[config.mk]
export PLATFORM = sky130hd
export DESIGN_NAME = alu_muldiv_unit
export DESIGN_NICKNAME = d
export VERILOG_FILES = /design/src/rtl/alu_muldiv_unit.sv
export SDC_FILE = /design/constraint.sdc
export NUM_CORES = 2
export LEC_CHECK = 0
export BUFFER_PORTS_ARGS = -buffer_cell sky130_fd_sc_hd__buf_2
export CAP_MARGIN = 10
export CORE_UTILIZATION = 55
export CTS_CLUSTER_DIAMETER = 200
export DETAILED_ROUTE_END_ITERATION = 10
export PLACE_DENSITY_LB_ADDON = 0.15
export RECOVER_POWER = 100
export SYNTH_ARGS = -nofsm -noshare
export SYNTH_HDL_FRONTEND = slang
export SYNTH_SLANG_ARGS = --single-unit
[constraint.sdc]
create_clock -name clk -period 5.9 [get_ports clk]
set_input_delay 0.885 -clock clk [delete_from_list [all_inputs] [get_ports clk]]
set_output_delay 0.885 -clock clk [all_outputs]
set_load 0.01 [all_outputs]
[src/rtl/alu_muldiv_unit.sv]
// EX-stage ALU with RV32M multiply/divide on a radix-2 iterative engine.
// Results are registered and handed off through a valid/ready pair.
module alu_muldiv_unit #(
    parameter int WIDTH = 32,
    parameter int SHW   = $clog2(WIDTH)
) (
    input  logic             clk,
    input  logic             reset,
    input  logic             flush,
    input  logic             in_valid,
    output logic             in_ready,
    input  logic [4:0]       ALUCode,
    input  logic [WIDTH-1:0] A,
    input  logic [WIDTH-1:0] B,
    output logic             out_valid,
    input  logic             out_ready,
    output logic [WIDTH-1:0] ALUResult,
    output logic             busy
);
    localparam logic [1:0] S_IDLE = 2'd0, S_MUL = 2'd1, S_DIV = 2'd2, S_DONE = 2'd3;
    localparam int CW = $clog2(WIDTH) + 1;

    logic [1:0]       state_q, state_d;
    logic [CW-1:0]    cnt_q, cnt_d;
    logic [4:0]       op_q, op_d;
    logic [WIDTH-1:0] acc_q, acc_d, lo_q, lo_d, opnd_q, opnd_d, res_q, res_d;
    logic             negq_q, negq_d, negr_q, negr_d, bz_q, bz_d;

    logic             accept, is_mul, is_div, a_sgn, b_sgn;
    logic [WIDTH-1:0] a_mag, b_mag, alu_res;

    assign in_ready  = (state_q == S_IDLE) | ((state_q == S_DONE) & out_ready);
    assign accept    = in_valid & in_ready & ~flush;
    assign out_valid = (state_q == S_DONE);
    assign busy      = (state_q == S_MUL) | (state_q == S_DIV);
    assign ALUResult = res_q;

    always_comb begin
        alu_res = '0;
        case (ALUCode)
            5'd0:    alu_res = A + B;
            5'd1:    alu_res = A - B;
            5'd2:    alu_res = B;
            5'd3:    alu_res = A & B;
            5'd4:    alu_res = A ^ B;
            5'd5:    alu_res = A | B;
            5'd6:    alu_res = A << B[SHW-1:0];
            5'd7:    alu_res = A >> B[SHW-1:0];
            5'd8:    alu_res = $unsigned($signed(A) >>> B[SHW-1:0]);
            5'd9:    alu_res = {{(WIDTH-1){1'b0}}, $signed(A) < $signed(B)};
            5'd10:   alu_res = {{(WIDTH-1){1'b0}}, A < B};
            default: alu_res = '0;
        endcase
    end

    // Signedness per op: mulh/div/rem treat both signed, mulhsu only A.
    assign is_mul = (ALUCode >= 5'd11) && (ALUCode <= 5'd14);
    assign is_div = (ALUCode >= 5'd15) && (ALUCode <= 5'd18);
    assign a_sgn  = A[WIDTH-1] & ((ALUCode == 5'd12) | (ALUCode == 5'd13) |
                                  (ALUCode == 5'd15) | (ALUCode == 5'd17));
    assign b_sgn  = B[WIDTH-1] & ((ALUCode == 5'd12) | (ALUCode == 5'd15) | (ALUCode == 5'd17));
    assign a_mag  = a_sgn ? -A : A;
    assign b_mag  = b_sgn ? -B : B;

    // Shift-add multiply step: {acc,lo} holds partial product and multiplier.
    logic [WIDTH:0]     mul_sum;
    logic [WIDTH-1:0]   mul_acc_n, mul_lo_n, mul_res;
    logic [2*WIDTH-1:0] prod, prod_s;
    assign mul_sum   = {1'b0, acc_q} + (lo_q[0] ? {1'b0, opnd_q} : '0);
    assign mul_acc_n = mul_sum[WIDTH:1];
    assign mul_lo_n  = {mul_sum[0], lo_q[WIDTH-1:1]};
    assign prod      = {mul_acc_n, mul_lo_n};
    assign prod_s    = negq_q ? -prod : prod;
    assign mul_res   = (op_q == 5'd11) ? prod_s[WIDTH-1:0] : prod_s[2*WIDTH-1:WIDTH];

    // Restoring divide step: acc is the partial remainder, lo shifts dividend out / quotient in.
    logic [WIDTH:0]   rsh, rdiff;
    logic             ge;
    logic [WIDTH-1:0] div_acc_n, div_lo_n, quo, rem, div_res;
    assign rsh       = {acc_q, lo_q[WIDTH-1]};
    assign rdiff     = rsh - {1'b0, opnd_q};
    assign ge        = rsh >= {1'b0, opnd_q};
    assign div_acc_n = ge ? rdiff[WIDTH-1:0] : rsh[WIDTH-1:0];
    assign div_lo_n  = {lo_q[WIDTH-2:0], ge};
    assign quo       = bz_q ? '1 : (negq_q ? -div_lo_n : div_lo_n);
    assign rem       = negr_q ? -div_acc_n : div_acc_n;
    assign div_res   = ((op_q == 5'd15) || (op_q == 5'd16)) ? quo : rem;

    always_comb begin
        state_d = state_q;
        cnt_d   = cnt_q;
        op_d    = op_q;
        acc_d   = acc_q;
        lo_d    = lo_q;
        opnd_d  = opnd_q;
        res_d   = res_q;
        negq_d  = negq_q;
        negr_d  = negr_q;
        bz_d    = bz_q;
        if (flush) begin
            state_d = S_IDLE;
            cnt_d   = '0;
        end else begin
            case (state_q)
                S_MUL: begin
                    acc_d = mul_acc_n;
                    lo_d  = mul_lo_n;
                    cnt_d = cnt_q - 1'b1;
                    if (cnt_q == CW'(1)) begin
                        res_d   = mul_res;
                        state_d = S_DONE;
                    end
                end
                S_DIV: begin
                    acc_d = div_acc_n;
                    lo_d  = div_lo_n;
                    cnt_d = cnt_q - 1'b1;
                    if (cnt_q == CW'(1)) begin
                        res_d   = div_res;
                        state_d = S_DONE;
                    end
                end
                S_DONE:  if (out_ready) state_d = S_IDLE;
                default: ;
            endcase
            // Acceptance from DONE overrides the return to IDLE (back-to-back).
            if (accept) begin
                op_d   = ALUCode;
                negq_d = a_sgn ^ b_sgn;
                negr_d = a_sgn;
                bz_d   = (B == '0);
                acc_d  = '0;
                if (is_mul) begin
                    lo_d    = b_mag;
                    opnd_d  = a_mag;
                    cnt_d   = CW'(WIDTH);
                    state_d = S_MUL;
                end else if (is_div) begin
                    lo_d    = a_mag;
                    opnd_d  = b_mag;
                    cnt_d   = CW'(WIDTH);
                    state_d = S_DIV;
                end else begin
                    res_d   = alu_res;
                    state_d = S_DONE;
                end
            end
        end
    end

    always_ff @(posedge clk or posedge reset) begin
        if (reset) begin
            state_q <= S_IDLE;
            cnt_q   <= '0;
            op_q    <= '0;
            acc_q   <= '0;
            lo_q    <= '0;
            opnd_q  <= '0;
            res_q   <= '0;
            negq_q  <= 1'b0;
            negr_q  <= 1'b0;
            bz_q    <= 1'b0;
        end else begin
            state_q <= state_d;
            cnt_q   <= cnt_d;
            op_q    <= op_d;
            acc_q   <= acc_d;
            lo_q    <= lo_d;
            opnd_q  <= opnd_d;
            res_q   <= res_d;
            negq_q  <= negq_d;
            negr_q  <= negr_d;
            bz_q    <= bz_d;
        end
    end
endmodule

=== Yosys cells after proc, flatten, opt, wreduce, memory -nomap -nowiden ===
Cells that the tools add are included.

* Logic and storage cells: 121
* Output and inout port bits: 35
* Register bits: 144

* Equality and inequality tests: 23
* Add/subtract/negate cells: 10
* Reductions and logical operators: 14
* Order comparisons: 7
* Bitwise gates (word level): 17
* Shift operators: 3
* Muxes and demuxes: 37

{| class="wikitable"
|+ Operators by type and width
! operator !! count
|-
| two-way mux 32 bit || 20
|-
| case mux 32 bit (11 select lines) || 1
|-
| case mux 32 bit (2 select lines) || 3
|-
| negator 32 bit || 4
|-
| < comparator 32 bit || 2
|-
| two-way mux 64 bit || 1
|-
| negator 64 bit || 1
|-
| subtractor 32 bit || 2
|-
| equality test 5 x 4 -> 1 bit, second input constant || 8
|-
| adder 32 x 32 -> 33 bit || 1
|-
| >= comparator 33 x 32 -> 1 bit || 1
|-
| adder 32 bit || 1
|-
| bitwise AND 32 bit || 1
|-
| zero test 32 bit || 1
|-
| bitwise OR 32 bit || 1
|-
| left shift 32 x 5 -> 32 bit || 1
|-
| right shift 32 x 5 -> 32 bit || 1
|-
| >>> shifter 32 x 5 -> 32 bit || 1
|-
| XOR 32 bit || 1
|-
| two-way mux 6 bit || 5
|-
| equality test 5 x 3 -> 1 bit, second input constant || 4
|-
| equality test 5 x 2 -> 1 bit, second input constant || 2
|-
| equality test 5 bit, second input constant || 2
|-
| >= comparator 5 x 4 -> 1 bit, second input constant || 2
|-
| other kinds (26) || 44
|}

=== Logic depth before layout (Yosys ltp) ===
* Depth in word-level cells: 10
* Mapped depth: 24
* Mapped depth without buffers: 20

=== Least setup slack after synthesis ===
Ideal clock, no wire load.

* Path type: reg2reg
* Start point: register lo_q[31]
* End point: register res_q[30] (netlist: ALUResult[30])
* Arrival time: 5.234 ns
* Setup time: 0.134 ns
* Slack: 0.532 ns
* Buffers on the path: 4
* Cell stages (with the launch flop): 24
* Period minus slack after synthesis: 5.368 ns
* Cell sequence: dfrtp_1 clkbuf_1 inv_1 ha_1 nand2b_1 a21oi_1 o21ai_0 a211oi_1 or3_1 buf_2 buf_1 buf_1 mux2i_1 ha_1 nand2_1 nor4_1 nand4_1 nor3_1 a2bb2oi_1 nand4_1 o41ai_1 xnor2_1 o221ai_1 o211ai_1

* Cells in the longest elaborated chain, start to end: 10
* Elaborated cells on any way between the ends: 18

{| class="wikitable"
|+ RTL lines
! element !! RTL line !! text
|-
| start: declaration || 26 || <nowiki>logic [WIDTH-1:0] acc_q, acc_d, lo_q, lo_d, opnd_q, opnd_d, res_q, res_d;</nowiki>
|-
| start signal: assignment || 168 || <nowiki>lo_q <= lo_d;</nowiki>
|-
| subtractor 32 bit / >= comparator 33 x 32 -> 1 bit (equally long branches) || 81, 82 ||
|-
| two-way mux 32 bit / negator 32 bit (equally long branches) || 83, 85 ||
|-
| negator 32 bit / two-way mux 32 bit (equally long branches) || 86, 85 ||
|-
| two-way mux 32 bit, on equally long branches || 86, 85 ||
|-
| two-way mux 32 bit || 87 || <nowiki>assign div_res = ((op_q == 5'd15) || (op_q == 5'd16)) ? quo : rem;</nowiki>
|-
| two-way mux 32 bit || 118 || <nowiki>if (cnt_q == CW'(1)) begin</nowiki>
|-
| case mux 32 bit (2 select lines) (*) || 104 || <nowiki>case (state_q)</nowiki>
|-
| two-way mux 32 bit || 138 || <nowiki>end else if (is_div) begin</nowiki>
|-
| two-way mux 32 bit || 133 || <nowiki>if (is_mul) begin</nowiki>
|-
| two-way mux 32 bit (*) || 127 || <nowiki>if (accept) begin</nowiki>
|-
| end signal: assignment || 170 || <nowiki>res_q <= res_d;</nowiki>
|-
| end: declaration || 26 ||
|}

Every way passes the cells marked *; elsewhere a longest branch is shown, timed or not.
A chain may end at the register's enable or synchronous reset.

=== Final worst setup path ===
* Start point: register lo_q[0]
* End point: register res_q[28] (netlist: ALUResult[28])

* Cells in the longest elaborated chain, start to end: 10
* Elaborated cells on any way between the ends: 15

{| class="wikitable"
|+ RTL lines
! element !! RTL line !! text
|-
| two-way mux 32 bit || 69 || <nowiki>assign mul_sum = {1'b0, acc_q} + (lo_q[0] ? {1'b0, opnd_q} : '0);</nowiki>
|-
| adder 32 x 32 -> 33 bit || 69 ||
|-
| negator 64 bit || 73 || <nowiki>assign prod_s = negq_q ? -prod : prod;</nowiki>
|-
| two-way mux 64 bit || 73 ||
|-
| two-way mux 32 bit || 74 || <nowiki>assign mul_res = (op_q == 5'd11) ? prod_s[WIDTH-1:0] : prod_s[2*WIDTH-1:WIDTH];</nowiki>
|-
| two-way mux 32 bit || 109 || <nowiki>if (cnt_q == CW'(1)) begin</nowiki>
|-
| case mux 32 bit (2 select lines) (*) || 104 ||
|-
| two-way mux 32 bit || 138 ||
|-
| two-way mux 32 bit || 133 ||
|-
| two-way mux 32 bit (*) || 127 ||
|}

Marks and branches as above.

==> metrics <==
Final TNS setup=0 ns; antenna violations before repair=9; WHS=0.479 ns; Sequential Power Share=16.9%; Post-CTS Setup Bufs=0; share of layout cells above drive strength 1=8.80%; DIE HEIGHT=approximately 220 um; Int Power=5.07 mW; die width=roughly 220 um; CTS tree=done; Resized cells post-CTS=0; Adder-Cell Fraction of Synth Area=under 10%; GRT Overall Usage=between 40% and 50%; max-cap check violation count=4; io pins=109; Async SR Flop Fraction=100%; min-delay src=opnd_q[10]$_DFFE_PP0P_; Final GP Congestion=1.06; TritonCTS Sinks=144; WL final=120 mm; clock root cell=clkbuf_16; Routed Antenna Nets=0; combinational power share=74.6%; Pins Over Slew Limit=roughly 170; CTS max path bufs=2; largest family of logic cells by synthesized area=compound AO/OA/AOI/OAI gates; failing checks=capacitance limit, slew limit; Residual DRC=0; Multi-input gate area=20200 um2; dpl cells=4171; crit path capture type=flop; placed cell areas=26600 um2; hold_buf cts=0; Max Fclk=176 MHz; Synth Area in Compound Gates=32.7%; first-pass GRT wire length=180 mm; Hold/Removal Path Class=flop to flop; fin util=59.1%; critical path data required time=6.23 ns; worst slew margin relative to its limit=-69.2%; xor/xnor share of the synthesized area=7.44%; switching power=7.07 mW; total gr overflow=0; critical setup path kind=flop to flop; initial core utilization=about 56%; Fill cells=4413; Sw Share=58.2%; crit path max fanout=6; Vias/cell=7.40; Port Buffers=approximately 110; Post-synth EDFFs=0; post-route insts no fill=around 4200; Syn Area/Cell=approximately 7.0 um2; DR pass1 iterations=7; HPWL after detailed placement=91.0 mm; Slew @ Worst Pin=about 2.5 ns; Num CTS Buffers=17; clock skew=about 0.012 ns; Final nets=around 3800; simple logic cell fraction of the synthesized area=22.4%; WHS Endpoint=opnd_q[10]$_DFFE_PP0P_; Worst EP arrival=around 6.0 ns; final hold vios=0; Net Count, Synth=3900; r2r endpoint=ALUResult[28]$_DFFE_PP0N_; met2 WL post-DR=50.7 mm; LEAKAGE=approximately 11 nW; cell count after synthesis=~3700; maximum VDD drop=319 uV; largest net degree at the start of global routing=between 70 and 80; outcome=finished with violations; hold-critical path depth=2; endpoints failing setup=0; Die Area=47500 um2; R2R Setup Slk=0.23 ns; post-synthesis sequential area ratio=14.1%; top routing layer used=met5; pwr dens=450 nW/um2; register area=around 3600 um2; Seq cells post-synth=144; Final min period=5.67 ns; most common cell after layout, fill and taps aside=nand2_1; CTS H-tree lvls=4; met1 wire length=42.1 mm; Row Count=78; most frequent cells in the layout=nand2_1 (423), nor2_1 (358), o21ai_0 (339); startpoint type of the worst setup path=flop; Worst-path clk slew=0.07 ns; Unique masters post-synth=100; clock share of power=8.5%; FF-to-FF Start=lo_q[0]$_DFFE_PP0N_; Worst Reg-to-Reg Cells=15; Via Count=31156; fin crit share=96.1%; yosys warns=0; core region area=45700 um2; final instance area=about 27000 um2; Netlist Area Pre-Place=roughly 26000 um2; vias in the first global route=just under 30000; mux cell area share after synthesis=7.52%; Area growth, synth to finish=5.29%; Main synth FF type=dfrtp_1; clock latency at the later pin of the worst-skew pair=0.46 ns; RSZ-0062 raised after global routing=false; Routed WL per cell=28.6 um; Met3 Routed Length=around 16 mm; DRT iter0 DRCs=~5400
cells by family (layout without fill, tap and decap cells):
group,Yosys count,in the layout
AO/OA/AOI/OAI,1278,1278
flip-flops,144,144
adder cells (fa/ha/maj),176,176
buffers and inverters,463,416
other,0,5
AND/OR/NAND/NOR,1234,1234
XOR/XNOR,217,217
multiplexers,138,138
power by group through the flow:
stage / Combinational, mW / Clock [mW] / Sequential, mW
after global placement: 8.58 / 0 / 2.00
final: 9.06 / 1.04 / 2.05
after detailed placement: 8.68 / 0 / 2.02
after global routing: 9.64 / 1.07 / 2.09
after CTS: 8.76 / 1.03 / 2.01
after floorplan: 6.26 / 0 / 1.69
sequential cells by signal (all words and copies together) (netlist names):
name / cells
negr_q: 1
opnd_q: 32
acc_q: 32
state_q: 2
lo_q: 32
negq_q: 1
op_q: 5
ALUResult: 32
cnt_q: 6
bz_q: 1
through the flow:
step / power, mW / setup WS (ns)
2_1_floorplan: 7.95 / 0.532
3_3_place_gp: 10.6 / 0.554
3_5_place_dp: 10.7 / 0.437
4_1_cts: 11.8 / 0.386
5_1_grt: 12.8 / 0.0505
6_report: 12.1 / 0.231
worst max-delay path by stage:
stage | from | to | depth (start not counted)
after floorplan | lo_q[31]$_DFFE_PP0N_ | ALUResult[30]$_DFFE_PP0N_ | 23
after global placement | acc_q[13]$_DFFE_PP0P_ | ALUResult[30]$_DFFE_PP0N_ | 19
after global routing | acc_q[13]$_DFFE_PP0P_ | ALUResult[30]$_DFFE_PP0N_ | 19
after CTS | acc_q[11]$_DFFE_PP0P_ | ALUResult[30]$_DFFE_PP0N_ | 19
after detailed placement | acc_q[13]$_DFFE_PP0P_ | ALUResult[30]$_DFFE_PP0N_ | 19
final | lo_q[0]$_DFFE_PP0N_ | ALUResult[28]$_DFFE_PP0N_ | 15
worst max-delay path: stages (launching register included):
cell and delay [ns]:
dfrtp_1 0.46, and2_1 0.18, ha_1 0.21, fa_1 0.44, a211oi_1 0.58, o21ai_1 0.24
xnor2_1 0.51, nand4_1 0.36, or3b_1 0.60, nor4_4 0.39, nand3_1 0.33, o41ai_1 0.52
xnor2_1 0.11, o21a_1 0.19, a2111oi_1 0.33, nor2_1 0.09
layout make-up:
cell class              instances  share of cell area (%)
inverters                     171                    2.38
multi-input cells            3043                    75.0
clock buffers                  20                    1.62
clock inverters                12                   0.334
flip-flops and latches        144                    13.4
well taps                     600                    2.78
diodes                          5                  0.0464
repair buffers                213                    4.53
per-layer routing:
layer | up-vias | GRT usage [%]
met4 | 6 | 37.4
met2 | 2656 | 75.0
li1 | 13344 | -
met1 | 14403 | 60.7
met5 | - | 0
met3 | 747 | 13.6
cells in the mapped netlist (all sizes together), types with 12 or more instances:
cell type  count  share of area, %
o22ai         35              0.85
ha           172               8.4
a22oi         56               1.6
o21bai        21              0.61
a211o         22              0.75
a31o          12              0.41
xnor2        162               5.6
a21o          47               1.4
xor2          55               1.9
clkbuf       220               3.2
nor3          84               1.7
a21oi        277               5.4
nand3         79               1.6
o21a          25              0.73
mux4          42               3.7
nor2         363               5.3
o31ai         43               1.3
dfrtp        144                14
nand4         55               1.4
and2          26              0.63
a31oi         32              0.78
a211oi        46               1.3
o21ai        349               6.8
nor2b         15              0.37
a22o          25              0.85
nand2b        28              0.68
a221oi        41               1.4
mux2i         80               3.1
or2           20              0.49
a2111oi       17              0.59
nand2        423               6.2
o41ai         24              0.88
o221ai        40               1.4
or3           41               1.0
buf           72               1.4
mux2          16              0.70
inv          170               2.5
nor4          33              0.91
and3          20              0.49
a221o         23              0.90
o211ai        56               1.6
(Power assumes the default switching activity.)
